==> config.mk <==
export PLATFORM = sky130hd
export DESIGN_NAME = scanner_ring_ctrl
export DESIGN_NICKNAME = d
export VERILOG_FILES = /design/src/rtl/scanner_pkg.sv /design/src/rtl/scanner_cell.sv /design/src/rtl/scanner_ring_ctrl.sv
export SDC_FILE = /design/constraint.sdc
export NUM_CORES = 1
export LEC_CHECK = 0
export CELL_PAD_IN_SITES_DETAIL_PLACEMENT = 0
export CELL_PAD_IN_SITES_GLOBAL_PLACEMENT = 1
export CORE_UTILIZATION = 45
export DETAILED_ROUTE_END_ITERATION = 10
export MAX_ROUTING_LAYER = met4
export PLACE_DENSITY_LB_ADDON = 0.1
export SLEW_MARGIN = 5
export SYNTH_ARGS = -nofsm -noshare
export SYNTH_HDL_FRONTEND = slang
export SYNTH_SLANG_ARGS = --single-unit
==> constraint.sdc <==
create_clock -name clk -period 2.75 [get_ports clk]
set_input_delay 0.6875 -clock clk [delete_from_list [all_inputs] [get_ports clk]]
set_output_delay 0.6875 -clock clk [all_outputs]
set_load 0.01 [all_outputs]
==> src/rtl/scanner_pkg.sv <==
// scanner_pkg: shared types for the scanner ring controller.
// Holds the per-scanner state encoding, the ring request
// encoding and the counter-width helper.
package scanner_pkg;

   typedef enum logic [2:0] {
      ST_LOWPOWER     = 3'd0,
      ST_STANDBY      = 3'd1,
      ST_COLLECTING   = 3'd2,
      ST_IDLE         = 3'd3,
      ST_TRANSFERRING = 3'd4,
      ST_FLUSHING     = 3'd5
   } scan_state_t;

   typedef enum logic [1:0] {
      REQ_INACTIVE,
      REQ_GO_TO_STANDBY,
      REQ_START_SCAN,
      REQ_START_FLUSH
   } scan_req_t;

   function automatic int count_width(input int depth);
      return $clog2(depth + 1);
   endfunction

endpackage

==> src/rtl/scanner_cell.sv <==
// scanner_cell: one scanner of the ring (FSM, fill counter,
// registered wake/handoff request pulses, sticky lost flag).
// Ports: clk, reset (async, active-high); i_tick divided-rate
// strobe; i_pred_standby/i_pred_scan requests from predecessor;
// i_wake/i_start user wake/start (scanner 0 only); i_xfer
// transfer grant; o_state, o_count, o_standby_req, o_scan_req,
// o_lost.
module scanner_cell
   import scanner_pkg::*;
#(
   parameter int DEPTH      = 10,
   parameter int WAKE_AT    = 5,
   parameter int HANDOFF_AT = 8,
   parameter int CW         = 4
) (
   input  logic          clk,
   input  logic          reset,
   input  logic          i_tick,
   input  logic          i_pred_standby,
   input  logic          i_pred_scan,
   input  logic          i_wake,
   input  logic          i_start,
   input  logic          i_xfer,
   output logic [2:0]    o_state,
   output logic [CW-1:0] o_count,
   output logic          o_standby_req,
   output logic          o_scan_req,
   output logic          o_lost
);

   localparam logic [CW-1:0] L_DEPTH = CW'(DEPTH);
   localparam logic [CW-1:0] L_WAKE  = CW'(WAKE_AT);
   localparam logic [CW-1:0] L_HAND  = CW'(HANDOFF_AT);
   localparam logic [CW-1:0] L_ONE   = CW'(1);

   scan_state_t   r_state, w_state_n;
   logic [CW-1:0] r_count, w_count_n;
   logic          r_sreq, w_sreq_n;
   logic          r_screq, w_screq_n;
   logic          r_lost, w_lost_n;
   logic [CW-1:0] w_inc, w_dec;
   scan_req_t     w_req;

   assign w_inc = r_count + L_ONE;
   assign w_dec = r_count - L_ONE;

   always_ff @(posedge clk or posedge reset) begin
      if (reset) begin
         r_state <= ST_LOWPOWER;
         r_count <= '0;
         r_sreq  <= 1'b0;
         r_screq <= 1'b0;
         r_lost  <= 1'b0;
      end else begin
         r_state <= w_state_n;
         r_count <= w_count_n;
         r_sreq  <= w_sreq_n;
         r_screq <= w_screq_n;
         r_lost  <= w_lost_n;
      end
   end

   always_comb begin
      // A start_scan from the predecessor flushes a full buffer
      // that has not been (completely) sent yet.
      w_req = REQ_INACTIVE;
      if (i_pred_scan) begin
         if (r_state == ST_IDLE ||
             r_state == ST_TRANSFERRING)
            w_req = REQ_START_FLUSH;
         else
            w_req = REQ_START_SCAN;
      end else if (i_pred_standby) begin
         w_req = REQ_GO_TO_STANDBY;
      end

      w_state_n = r_state;
      w_count_n = r_count;
      w_sreq_n  = 1'b0;
      w_screq_n = 1'b0;
      w_lost_n  = r_lost;

      unique case (r_state)
         ST_LOWPOWER: begin
            if (w_req == REQ_START_SCAN)
               w_state_n = ST_COLLECTING;
            else if (w_req == REQ_GO_TO_STANDBY || i_wake)
               w_state_n = ST_STANDBY;
         end
         ST_STANDBY: begin
            if (w_req == REQ_START_SCAN || i_start)
               w_state_n = ST_COLLECTING;
         end
         ST_COLLECTING: begin
            if (i_tick) begin
               w_count_n = w_inc;
               w_sreq_n  = (w_inc == L_WAKE);
               w_screq_n = (w_inc == L_HAND);
               if (w_inc == L_DEPTH)
                  w_state_n = ST_IDLE;
            end
         end
         ST_IDLE: begin
            if (w_req == REQ_START_FLUSH) begin
               w_state_n = ST_FLUSHING;
               w_lost_n  = 1'b1;
            end else if (i_xfer) begin
               w_state_n = ST_TRANSFERRING;
            end
         end
         ST_TRANSFERRING: begin
            if (w_req == REQ_START_FLUSH) begin
               w_state_n = ST_FLUSHING;
               w_lost_n  = 1'b1;
            end else if (r_count == '0) begin
               w_state_n = ST_LOWPOWER;
            end else if (i_tick) begin
               w_count_n = w_dec;
               if (w_dec == '0)
                  w_state_n = ST_LOWPOWER;
            end
         end
         ST_FLUSHING: begin
            // Drains at full clock rate, no tick gating.
            if (r_count <= L_ONE) begin
               w_count_n = '0;
               w_state_n = ST_COLLECTING;
            end else begin
               w_count_n = w_dec;
            end
         end
         default: begin
            w_state_n = ST_LOWPOWER;
         end
      endcase
   end

   always_comb begin
      o_state       = r_state;
      o_count       = r_count;
      o_standby_req = r_sreq;
      o_scan_req    = r_screq;
      o_lost        = r_lost;
   end

endmodule

==> src/rtl/scanner_ring_ctrl.sv <==
// scanner_ring_ctrl: ring of N_SCAN buffered scanners with a
// shared tick divider and lowest-index transfer arbitration.
// Ports: clk, reset (async, active-high); start_system,
// start_scan, start_transfer user pulses; state_o/count_o
// per-scanner slices; standby_req_o, scan_req_o, lost_o
// per-scanner bits; tick_led divider MSB.
module scanner_ring_ctrl
   import scanner_pkg::*;
#(
   parameter  int N_SCAN     = 2,
   parameter  int DEPTH      = 10,
   parameter  int WAKE_AT    = 5,
   parameter  int HANDOFF_AT = 8,
   parameter  int TICK_DIV   = 24,
   localparam int CW         = count_width(DEPTH)
) (
   input  logic                 clk,
   input  logic                 reset,
   input  logic                 start_system,
   input  logic                 start_scan,
   input  logic                 start_transfer,
   output logic [3*N_SCAN-1:0]  state_o,
   output logic [CW*N_SCAN-1:0] count_o,
   output logic [N_SCAN-1:0]    standby_req_o,
   output logic [N_SCAN-1:0]    scan_req_o,
   output logic [N_SCAN-1:0]    lost_o,
   output logic                 tick_led
);

   logic [TICK_DIV:0] r_div;
   logic              w_tick;
   logic [N_SCAN-1:0] w_idle;
   logic [N_SCAN-1:0] w_grant;

   always_ff @(posedge clk or posedge reset) begin
      if (reset)
         r_div <= '0;
      else
         r_div <= r_div + 1'b1;
   end

   assign w_tick   = &r_div[TICK_DIV-1:0];
   assign tick_led = r_div[TICK_DIV];

   // Two's-complement trick isolates the lowest IDLE scanner.
   assign w_grant = start_transfer
                  ? (w_idle & (~w_idle + N_SCAN'(1)))
                  : '0;

   for (genvar g = 0; g < N_SCAN; g++) begin : g_cell
      localparam int P = (g + N_SCAN - 1) % N_SCAN;

      assign w_idle[g] = (state_o[3*g +: 3] == ST_IDLE);

      scanner_cell #(
         .DEPTH      (DEPTH),
         .WAKE_AT    (WAKE_AT),
         .HANDOFF_AT (HANDOFF_AT),
         .CW         (CW)
      ) u_cell (
         .clk            (clk),
         .reset          (reset),
         .i_tick         (w_tick),
         .i_pred_standby (standby_req_o[P]),
         .i_pred_scan    (scan_req_o[P]),
         .i_wake         ((g == 0) ? start_system : 1'b0),
         .i_start        ((g == 0) ? start_scan : 1'b0),
         .i_xfer         (w_grant[g]),
         .o_state        (state_o[3*g +: 3]),
         .o_count        (count_o[CW*g +: CW]),
         .o_standby_req  (standby_req_o[g]),
         .o_scan_req     (scan_req_o[g]),
         .o_lost         (lost_o[g])
      );
   end

endmodule
==> results.md, run 1 <==
- Worst Skew: 12.0 ps
- DP Worst Slack: 522 ps
- Initial antenna violation count: 0
- Fraction of registers with async set/reset: 100%
- Synth Flop Type: dfrtp_1
- Clock Sinks: 45
- Initial Utilization: 47.6%
- Cell variety after synth: between 60 and 70
- CP startpoint kind: flip-flop
- Diode count: 0
- Number of routed nets with antenna violations: 0
- First-pass GRT wire length: 10.4 mm
- Inserted Clock Buffers: 5
- DR WL met2: 2.76 mm
- Top cells by count, synth: dfrtp_1 (45), nand2_1 (31), nor2_1 (21)
- Synth warnings: 0
- Worst Hold Path Cells: 1
- Grt total ovfl: 0
- Final Hold Vio Count: 0
- Max-slew headroom: 62.1%
- Via count: 2,294
- Worst vdd ir: around 0.00034 V
- Least-Margin Pin Slew: ~560 ps
- DIE AREA: 0.00674 sq mm
- Post_cts resized: 0
- Final Slew Violations: 0
- DRC errors left: 0
- Post-Syn Instances: around 310
- Clk buf depth: 2
- CTS tree: done
- Worst-Skew Late Latency: 300 ps
- Seq/Total Area, Yosys: 39.0%
- WL met3: 155 microns
- Syn nets: 330
- Area leader, netlist: dfrtp_1
- Final min period: about 2300 ps
- Metal1 wirelength: 3.19 mm
- Floorplan core area: 0.00606 sq mm
- Post-synthesis register bit count: 45
- WP depth: 1
- Die X-Extent: about 82 microns
- H-tree Lvls: 2
- Cts hold-fix bufs: 0
- HP Class: flip-flop to flip-flop
- Setup crit end kind: primary output
- Largest net degree at the start of global routing: 25
- I/O Pins: 26
- Flop pwr share: 46.4%
- Final worst slack: 480 ps
- Vias in the first global route: 2,143
- Cell area after synthesis: between 0.002 and 0.003 sq mm
- Switching share of power: 29.5%
- DP HPWL: 4.38 mm
- Pre-Repair DR Iteration Count: 4
- Root Buffer: clkbuf_8
- Number of max-cap violations: 0
- EDFF count, synth: 0
- Rows: 28
- Clock Power Share: 31.2%
- Pleak: around 1.4 nW
- Top routing layer used: met4
- Largest fanout on the critical path: 17
- RSZ-0062 raised after global routing: no
- Area growth from synthesis to layout: 12.4%
- IO buf count: 25
- WL/cell: 15.4 microns
- Int Pwr: 1.12 mW
- Power Density: slightly below 500 mW/mm^2
- Largest cells by area after synthesis: dfrtp_1 (39%), ha_1 (5.6%), xnor2_1 (5.2%), nand2_1 (4.0%), nand3_1 (2.9%)
- Post-layout nets: 344
- Wirelength, routed: 6.17 mm
- Setup TNS Final: 0 ps
- Vias/cell: 5.72
- Synth top area share: 39.0%
- Chip height: approximately 80 microns
- CP top delay family: flip-flops
- Global placement routability congestion: 0.792
- Total Routing Usage GR: between 20% and 30%
- DR iter-0 viols: 106
- Post-CTS Setup Bufs: 0
- Final period util: 82.5%
- Comb power frac: 22.3%
- Per-instance average area after synthesis: ~9.3 sq um
- Worst reg2reg setup slack: 520 ps
- Slowest cell on the critical path: dfrtp_1
- Path type of the worst setup path: flip-flop to primary output
- Clock slew at reported path FFs: 90 ps
- Net Switching: 0.469 mW
- Final setup fails: 0
- CP peak stage delay: between 600 and 700 ps
- Crit path buffers/inverters: 1
- Worst EP required: 2060 ps
- Most common cell in the netlist: dfrtp_1
- Outcome: finished clean
- Share of layout cells above drive strength 1: 8.28%
- CP arrival: approximately 1600 ps
- Cell chain of the critical path: clkdlybuf4s50_1
- Smallest hold slack: roughly 460 ps
- Worst r2r path cells: 6
- Max Freq: 441 MHz
logic make-up after synthesis:
| group | after synthesis | synth area share, % |
|---|---|---|
| AOI/OAI and AO/OA | 68 | 17.1 |
| xor gates and xnor gates | 26 | 7.89 |
| adders and majority gates | 13 | 5.63 |
| buffers and inverters | 33 | 5.76 |
| DFF | 45 | 39.0 |
| muxes | 3 | 1.08 |
| and+or+nand+nor | 124 | 23.5 |
state kept, by name (all words and copies together) (netlist names):
name and cells:
r_div 25, g_cell.u_cell.o_count 8, g_cell.u_cell.o_state 6, g_cell.u_cell.o_lost 2
g_cell.u_cell.o_scan_req 2, g_cell.u_cell.o_standby_req 2
final timing paths:
kind                                                         startpoint                                       to
worst max register to register  g_cell[1].u_cell.o_count[0]$_DFFE_PP0P_  g_cell[1].u_cell.o_state[0]$_DFFE_PP0P_
min in group asynchronous                                         reset                      r_div[19]$_DFF_PP0_
max in group asynchronous                                         reset  g_cell[1].u_cell.o_count[2]$_DFFE_PP0P_
worst min register to register      g_cell[1].u_cell.o_lost$_DFFE_PP0P_      g_cell[1].u_cell.o_lost$_DFFE_PP0P_
worst min-delay path                g_cell[1].u_cell.o_lost$_DFFE_PP0P_      g_cell[1].u_cell.o_lost$_DFFE_PP0P_
worst max-delay path            g_cell[1].u_cell.o_state[0]$_DFFE_PP0P_                               state_o[3]
per-layer routing:
layer  global-route usage, %  vias up
met3                    3.30        7
met1                    28.6     1111
met5                       -        -
met4                    5.26        0
met2                    32.6       36
li1                        -     1140
area by class of cell:
class                           instances  area [sq um]
Timing Repair Buffer                   27           278
Fill cell                             589          2820
Multi-Input combinational cell        234          1600
Clock inverter                          2          35.0
Tap cell                               75          93.8
Clock buffer                            5          68.8
Inverter                               13          48.8
Sequential cell                        45          1130
power groups by stage:
| stage | combinational, mW | sequential [mW] | clock [mW] |
|---|---|---|---|
| floorplan | 0.238 | 0.742 | 0 |
| global placement | 0.356 | 0.752 | 0 |
| detailed placement | 0.353 | 0.751 | 0 |
| CTS | 0.355 | 0.738 | 0.508 |
| global route | 0.405 | 0.747 | 0.535 |
| finish | 0.355 | 0.737 | 0.496 |
through the flow:
stage	utilization [%]	total power [mW]	cell area, sq um	cells
after global placement	51.8	1.11	3140	394
after global routing	53.6	1.69	3250	401
after floorplan	-	0.980	2890	312
after CTS	53.6	1.60	3250	401
final	53.6	1.59	3250	401
after detailed placement	51.8	1.10	3140	394
cell usage in the layout (no fill, tap or decap), types with 2 or more instances in the layout:
| master | instances |
|---|---|
| dfrtp_1 | 45 |
| o211ai_1 | 5 |
| clkdlybuf4s50_1 | 25 |
| nand2_1 | 31 |
| inv_1 | 12 |
| xor2_1 | 9 |
| and3_1 | 3 |
| o21a_1 | 3 |
| o21ai_0 | 11 |
| nand2b_1 | 4 |
| ha_1 | 13 |
| o31ai_1 | 2 |
| nand4_1 | 8 |
| a31o_2 | 2 |
| nor2b_1 | 5 |
| or3_1 | 4 |
| a22oi_1 | 2 |
| xnor2_1 | 17 |
| or2_2 | 2 |
| nor3_1 | 7 |
| mux2i_1 | 2 |
| o22ai_1 | 2 |
| a21o_1 | 3 |
| nor3b_1 | 3 |
| and3b_1 | 2 |
| o211a_1 | 2 |
| o221ai_1 | 2 |
| nor2_1 | 21 |
| nand3_1 | 17 |
| a211oi_1 | 3 |
| a21oi_1 | 13 |
| clkbuf_8 | 5 |
| nand3b_1 | 4 |
| o2111ai_1 | 2 |
| and4_1 | 2 |
No activity file was read; power rests on OpenSTA's default activity.
==> run 2, diff against run 1 <==
--- a/config.mk
+++ b/config.mk
@@ -7,7 +7,7 @@
 export LEC_CHECK = 0
 export CELL_PAD_IN_SITES_DETAIL_PLACEMENT = 0
 export CELL_PAD_IN_SITES_GLOBAL_PLACEMENT = 1
-export CORE_UTILIZATION = 45
+export CORE_UTILIZATION = 40
 export DETAILED_ROUTE_END_ITERATION = 10
 export MAX_ROUTING_LAYER = met4
 export PLACE_DENSITY_LB_ADDON = 0.1
==> constraint.sdc (replaced) <==
create_clock -name clk -period 1.8 [get_ports clk]
set_input_delay 0.45 -clock clk [delete_from_list [all_inputs] [get_ports clk]]
set_output_delay 0.45 -clock clk [all_outputs]
set_load 0.01 [all_outputs]
==> run 2 against run 1 <==
Critical path depth grew 5. Setup slack lost 470 ps. First-iteration DRC count grew 13%. Utilization grew 3.1 points. Register-to-register slack lost 510 ps. Sequential share of layout area shrank 5.3 points. Clock-buffer cell count grew 1. Non-clock buffer count grew 63. Cell count grew 21%. Clock power grew 40%.
==> results.md, run 2 (synthesized netlist as in run 1, its figures left out) <==
- Outcome: finished clean (unchanged)
- Clk buf depth: 2 (unchanged)
- Largest register FFs: 25 (unchanged)
- CTS tree: done (unchanged)
- Least-Margin Pin Slew: 359 ps (was 564 ps)
- I/O Pins: 26 (unchanged)
- Vias/cell: 5.29 (was 5.72)
- Final period util: 99.7%
- Vias in the first global route: 2,357 (was 2,143)
- Grt total ovfl: 0 (unchanged)
- Most common cell after layout, fill and taps aside: buf_4 (was dfrtp_1)
- Wirelength, routed: 7.13 mm (was 6.17 mm)
- Total Routing Usage GR: 20.3% (was 21.0%)
- DRC errors left: 0 (unchanged)
- Cts hold-fix bufs: 0 (unchanged)
- CP arrival: 2040 ps (was 1580 ps)
- Commonest non-fill, non-tap cells in the layout: buf_4 (62), dfrtp_1 (31), nand2_1 (30), clkdlybuf4s50_1 (20), nor2_1 (19) (was dfrtp_1 (45), nand2_1 (31), clkdlybuf4s50_1 (25), nor2_1 (21))
- Slowest cell on the critical path: dfrtp_2 (was dfrtp_1)
- Power Density: 673 mW/mm^2 (was 489 mW/mm^2)
- Largest net degree at the start of global routing: 46 (was 25)
- Max Freq: 557 MHz
- DIE AREA: 0.00756 sq mm (was 0.00674 sq mm)
- Final setup fails: 0 (unchanged)
- IO buf count: 25 (unchanged)
- Cell total after placement: 465 (was 394)
- H-tree Lvls: 2 (unchanged)
- Diode count: 0 (unchanged)
- HP Class: flip-flop to flip-flop (unchanged)
- Initial Utilization: 42.0% (was 47.6%)
- Global placement routability congestion: 0.868 (was 0.792)
- Worst r2r path cells: 6 (unchanged)
- Max-slew headroom: 76.0% (was 62.1%)
- Clock slew at reported path FFs: 90 ps (about the same)
- Area growth from synthesis to layout: 34.8% (was 12.4%)
- First-pass GRT wire length: 11.6 mm (was 10.4 mm)
- Share of layout cells above drive strength 1: 32.8% (was 8.28%)
- Floorplan core area: 0.00687 sq mm (was 0.00606 sq mm)
- Pleak: 1.77 nW (was 1.42 nW)
- Utilization after layout: 56.7% (was 53.6%)
- Pre-Repair DR Iteration Count: 6 (was 4)
- DR iter-0 viols: 120 (was 106)
- Setup crit end kind: flip-flop (was primary output)
- Post-DP Area: 0.00357 sq mm (was 0.00314 sq mm)
- Die X-Extent: 87.0 microns (was 82.1 microns)
- DP HPWL: 4.91 mm (was 4.38 mm)
- Final min period: 1790 ps
- Number of routed nets with antenna violations: 0 (unchanged)
- Fill count: 626 (was 589)
- Post-layout nets: 407 (was 344)
- Final Hold Vio Count: 0 (unchanged)
- Largest fanout on the critical path: 4 (was 17)
- RSZ-0062 raised after global routing: yes (was no)
- Chip height: 87.0 microns (was 82.1 microns)
- Worst-Skew Late Latency: 300 ps (about the same)
- Post-Layout Cell Count: 486 (was 401)
- Inserted Clock Buffers: 5 (unchanged)
- Number of max-cap violations: 0 (unchanged)
- Root Buffer: clkbuf_8 (unchanged)
- Worst Hold Path Cells: 1 (unchanged)
- Cell chain of the critical path: buf_4, o21a_1, o41ai_2, nand4_1, a211oi_2, a31o_2 (was clkdlybuf4s50_1)
- Worst Skew: 6.94 ps (was 12.0 ps)
- Top reg by flops: r_div (unchanged)
- Path type of the worst setup path: flip-flop to flip-flop (was flip-flop to primary output)
- Final Slew Violations: 0 (unchanged)
- Via count: 2,570 (was 2,294)
- Clock Sinks: 45 (unchanged)
- Worst vdd ir: 0.000604 V (was 0.000339 V)
- Worst EP required: 2040 ps (was 2060 ps)
- Rows: 30 (was 28)
- Initial antenna violation count: 0 (unchanged)
- CP startpoint kind: flip-flop (unchanged)
- Final instance area: 0.00389 sq mm (was 0.00325 sq mm)
- CP peak stage delay: 440 ps (was 650 ps)
- WL/cell: 14.7 microns (was 15.4 microns)
[run 2: changes by cell type in the layout (fill, tap and decap cells not counted), sizes merged]
cell,delta
buf,+63
clkdlybuf4s50,-5
dlygate4sd2,+4
bufinv,-1
clkbuf,+1
clkinv,-1
clkinvlp,+1
dlymetal6s2s,+1
inv,+1
[run 2: what timing repair did]
| item | 4_1_cts | 5_1_grt |
|---|---|---|
| pin swaps | 4 | 10 |
| setup endpoints to repair | 14 | 18 |
| resized for setup | 13 | 26 |
| buffers inserted | 6 | 7 |
| cloned | 0 | 0 |
[run 2: routing by layer]
metal,up-vias,wire length [microns],track usage (%)
met1,1246,3510,27.7
met4,0,108,5.15
met3,11,171,3.32
met5,-,0,-
met2,41,3340,31.5
li1,1272,-,-
[run 2: per-stage QoR]
step | total power [mW] | TNS [ps] | hold WS [ps] | setup slack [ps]
after floorplan | 1.51 | -14.8 | 429 | -14.8
after global placement | 1.83 | -5.85 | 440 | -4.81
after detailed placement | 1.82 | -56.7 | 448 | -22.9
after CTS | 2.54 | 0 | 474 | 7.55
after global routing | 2.76 | -399 | 481 | -64.4
final | 2.62 | 0 | 465 | 6.18
[run 2: worst max-delay path: cells and delay by family (launching register included)]
kind            cells  cell delay [ps]
buf+inv             1              140
simple gates        1              180
flops               1              440
compound gates      4              960
[run 2: area by class of cell]
class                           instances  area (sq um)  area share [%]
Clock buffer                            6          82.6            2.12
Inverter                               13          53.8            1.38
Timing Repair Buffer                   90           756            19.4
Clock inverter                          2          16.3           0.418
Multi-Input combinational cell        234          1720            44.2
Sequential cell                        45          1140            29.4
Tap cell                               96           120            3.09
[run 2: report_power, final]
group / switching, mW / internal [mW] / total (mW)
Combinational: 0.406 / 0.424 / 0.830
Sequential: 0.0448 / 1.05 / 1.09
Clock: 0.378 / 0.317 / 0.695
[run 2: path summary, 6_finish.rpt]
check | from | end | slack, ps
worst max-delay path | g_cell[1].u_cell.o_count[1]$_DFFE_PP0P_ | g_cell[1].u_cell.o_state[0]$_DFFE_PP0P_ | 6
worst min-delay path | g_cell[1].u_cell.o_lost$_DFFE_PP0P_ | g_cell[1].u_cell.o_lost$_DFFE_PP0P_ | 470
worst max register to register | g_cell[1].u_cell.o_count[1]$_DFFE_PP0P_ | g_cell[1].u_cell.o_state[0]$_DFFE_PP0P_ | 6
worst min register to register | g_cell[1].u_cell.o_lost$_DFFE_PP0P_ | g_cell[1].u_cell.o_lost$_DFFE_PP0P_ | 470
max in group asynchronous | reset | g_cell[1].u_cell.o_state[1]$_DFFE_PP0P_ | 1070
min in group asynchronous | reset | r_div[2]$_DFF_PP0_ | 480
==> run 3, diff against run 2 <==
--- a/config.mk
+++ b/config.mk
@@ -11,7 +11,7 @@
 export DETAILED_ROUTE_END_ITERATION = 10
 export MAX_ROUTING_LAYER = met4
 export PLACE_DENSITY_LB_ADDON = 0.1
-export SLEW_MARGIN = 5
+export REMOVE_ABC_BUFFERS = 1
 export SYNTH_ARGS = -nofsm -noshare
 export SYNTH_HDL_FRONTEND = slang
 export SYNTH_SLANG_ARGS = --single-unit
==> run 3 against run 2 <==
Clock skew is 3.2 ps higher. First-iteration DRC count is 15% higher. Die area stayed put. Clock-buffer cell count is 1 lower. Register-to-register slack hardly changed. Cell count is 2.9% higher. Cell area is 4.2% higher. Clock power is 6.0% lower. Via count is 2.4% higher. Sequential power hardly changed. Fmax hardly changed. Critical path depth is 1 higher. Highest routed layer unchanged.
==> results.md, run 3 (synthesized netlist as in run 1, its figures left out) <==
- Setup crit end kind: flip-flop (unchanged)
- Met3 usage: 2.56% (was 3.32%)
- Global placement routability congestion: 0.844 (was 0.868)
- Most common cell after layout, fill and taps aside: buf_4 (unchanged)
- H-tree Lvls: 2 (unchanged)
- CP peak stage delay: 420 ps (was 440 ps)
- Max Freq: 557 MHz (about the same)
- HP Class: flip-flop to flip-flop (unchanged)
- Cell chain of the critical path: buf_6, buf_6, ha_4, or3b_4, o211a_1, a211oi_2, o211ai_1 (was buf_4, o21a_1, o41ai_2, nand4_1, a211oi_2, a31o_2)
- Share of layout cells above drive strength 1: 36.4% (was 32.8%)
- Hold endpoint: g_cell[1].u_cell.o_lost$_DFFE_PP0P_ (unchanged)
- Top reg by flops: r_div (unchanged)
- Final period util: 99.7% (about the same)
- Vias in the first global route: 2,490 (was 2,357)
- CTS tree: done (unchanged)
- Power Density: 636 mW/mm^2 (was 673 mW/mm^2)
- Slowest cell on the critical path: dfrtp_1 (was dfrtp_2)
- Diode count: 0 (unchanged)
- Clk buf depth: 2 (unchanged)
- Largest fanout on the critical path: 3 (was 4)
- DRC errors left: 0 (unchanged)
- Clock Sinks: 45 (unchanged)
- Post-layout nets: 421 (was 407)
- DR iter-0 viols: 138 (was 120)
- Clock slew at reported path FFs: 90 ps (about the same)
- Final instance area: 0.00406 sq mm (was 0.00389 sq mm)
- Chip height: 87.0 microns (unchanged)
- IO buf count: 25 (unchanged)
- Hold path start: g_cell[1].u_cell.o_lost$_DFFE_PP0P_ (unchanged)
- RSZ-0062 raised after global routing: yes (unchanged)
- Worst vdd ir: 0.000501 V (was 0.000604 V)
- CP arrival: 1980 ps (was 2040 ps)
- Crit-path most repeated cell: buf_6
- I/O Pins: 26 (unchanged)
- Worst r2r path cells: 7 (was 6)
- Met2 Usage GRT: 32.7% (was 31.5%)
- Number of routed nets with antenna violations: 0 (unchanged)
- Commonest non-fill, non-tap cells in the layout: buf_4 (73), dfrtp_1 (36), nand2_1 (30), nor2_1 (18) (was buf_4 (62), dfrtp_1 (31), nand2_1 (30), clkdlybuf4s50_1 (20), nor2_1 (19))
- Area growth from synthesis to layout: 40.4% (was 34.8%)
- Path type of the worst setup path: flip-flop to flip-flop (unchanged)
- Final Slew Violations: 0 (unchanged)
- First-pass GRT wire length: 11.6 mm (about the same)
- Max-slew headroom: 77.8% (was 76.0%)
- Worst-Skew Late Latency: 300 ps (about the same)
- Final Hold Vio Count: 0 (unchanged)
- Initial antenna violation count: 0 (unchanged)
- DIE AREA: 0.00756 sq mm (unchanged)
- FF-to-FF Start: g_cell[1].u_cell.o_count[0]$_DFFE_PP0P_ (was g_cell[1].u_cell.o_count[1]$_DFFE_PP0P_)
- Pre-Repair DR Iteration Count: 4 (was 6)
- Root Buffer: clkbuf_8 (unchanged)
- Worst EP required: 1980 ps (was 2040 ps)
- Rows: 30 (unchanged)
- Post-DP Area: 0.00361 sq mm (was 0.00357 sq mm)
- Total Routing Usage GR: 20.3% (about the same)
- Worst Skew: 10.1 ps (was 6.94 ps)
- R2r endpoint: g_cell[1].u_cell.o_state[2]$_DFFE_PP0P_ (was g_cell[1].u_cell.o_state[0]$_DFFE_PP0P_)
- Vias/cell: 5.26 (was 5.29)
- Wirelength, routed: 7.33 mm (was 7.13 mm)
- Met1 usage: 27.3% (was 27.7%)
- Pleak: 1.87 nW (was 1.77 nW)
- Outcome: finished clean (unchanged)
- Grt total ovfl: 0 (unchanged)
- Worst Hold Path Cells: 1 (unchanged)
- Via count: 2,632 (was 2,570)
- Worst reg2reg setup slack: 5 ps (was 6 ps)
- CP startpoint kind: flip-flop (unchanged)
- WL/cell: 14.7 microns (about the same)
- Number of max-cap violations: 0 (unchanged)
- Floorplan core area: 0.00687 sq mm (unchanged)
- Die X-Extent: 87.0 microns (unchanged)
- Largest net degree at the start of global routing: 46 (unchanged)
- Least-Margin Pin Slew: 333 ps (was 359 ps)
- Final setup fails: 0 (unchanged)
- DP HPWL: 5.07 mm (was 4.91 mm)
- Grt peak-use layer: met2 (unchanged)
- Final min period: 1800 ps (was 1790 ps)
- Largest register FFs: 25 (unchanged)
- Cts hold-fix bufs: 0 (unchanged)
- Initial Utilization: 42.0% (unchanged)
- Smallest hold slack: 472 ps (was 465 ps)
- Inserted Clock Buffers: 5 (unchanged)
run 3: what timing repair did:
item,CTS,global route
pin swaps,4,12
setup buffers,8,10
endpoints found under the setup margin,25,19
resized for setup,26,45
run 3: worst max path at each step:
stage / cells past startpoint / from / to / slack (ps)
floorplan: 7 / g_cell[1].u_cell.o_count[0]$_DFFE_PP0P_ / g_cell[1].u_cell.o_state[1]$_DFFE_PP0P_ / -240
global placement: 6 / start_transfer / g_cell[1].u_cell.o_state[0]$_DFFE_PP0P_ / -80
detailed placement: 6 / g_cell[1].u_cell.o_count[0]$_DFFE_PP0P_ / g_cell[1].u_cell.o_state[0]$_DFFE_PP0P_ / -120
CTS: 7 / r_div[0]$_DFF_PP0_ / g_cell[0].u_cell.o_count[2]$_DFFE_PP0P_ / 0.6
global route: 7 / g_cell[0].u_cell.o_count[1]$_DFFE_PP0P_ / g_cell[0].u_cell.o_count[1]$_DFFE_PP0P_ / -100
finish: 7 / g_cell[1].u_cell.o_count[0]$_DFFE_PP0P_ / g_cell[1].u_cell.o_state[2]$_DFFE_PP0P_ / 5
run 3: area by class of cell:
class                   instances  area [sq um]
clock buffers                   5          68.8
inverters                      13          51.3
fillers                       607          2810
clock inverters                 3          21.3
flip-flops and latches         45          1140
repair buffers                104           871
well taps                      96           120
multi-input cells             234          1790
run 3: per-stage QoR:
step           setup WS [ps]  std cells  TNS [ps]  util, %  power [mW]
2_1_floorplan           -237        292     -1150        -        1.48
3_5_place_dp            -124        474      -454     52.6        1.87
3_3_place_gp           -79.8        474      -264     52.6        1.87
5_1_grt                -97.5        500      -604     59.0        2.74
4_1_cts                0.580        490         0     55.2        2.54
6_report                4.94        500         0     59.0        2.58
run 3: metal layers:
layer  wire [microns]  up-vias
met5                0        -
met4               63        0
met2             3520       50
met1             3530     1278
li1                 -     1299
met3              220        5
run 3: power by group:
| part | internal, mW | switching [mW] |
|---|---|---|
| combinational | 0.444 | 0.405 |
| clock | 0.276 | 0.377 |
| sequential | 1.05 | 0.0333 |
| total | 1.77 | 0.814 |
run 3: worst max-delay path: cells and delay by family, from the launching register on:
family	cells	cell delay, ps
AO/OA/AOI/OAI	3	530
flip-flops	1	420
AND/OR/NAND/NOR	1	370
buffers and inverters	2	240
adder cells (fa/ha/maj)	1	120
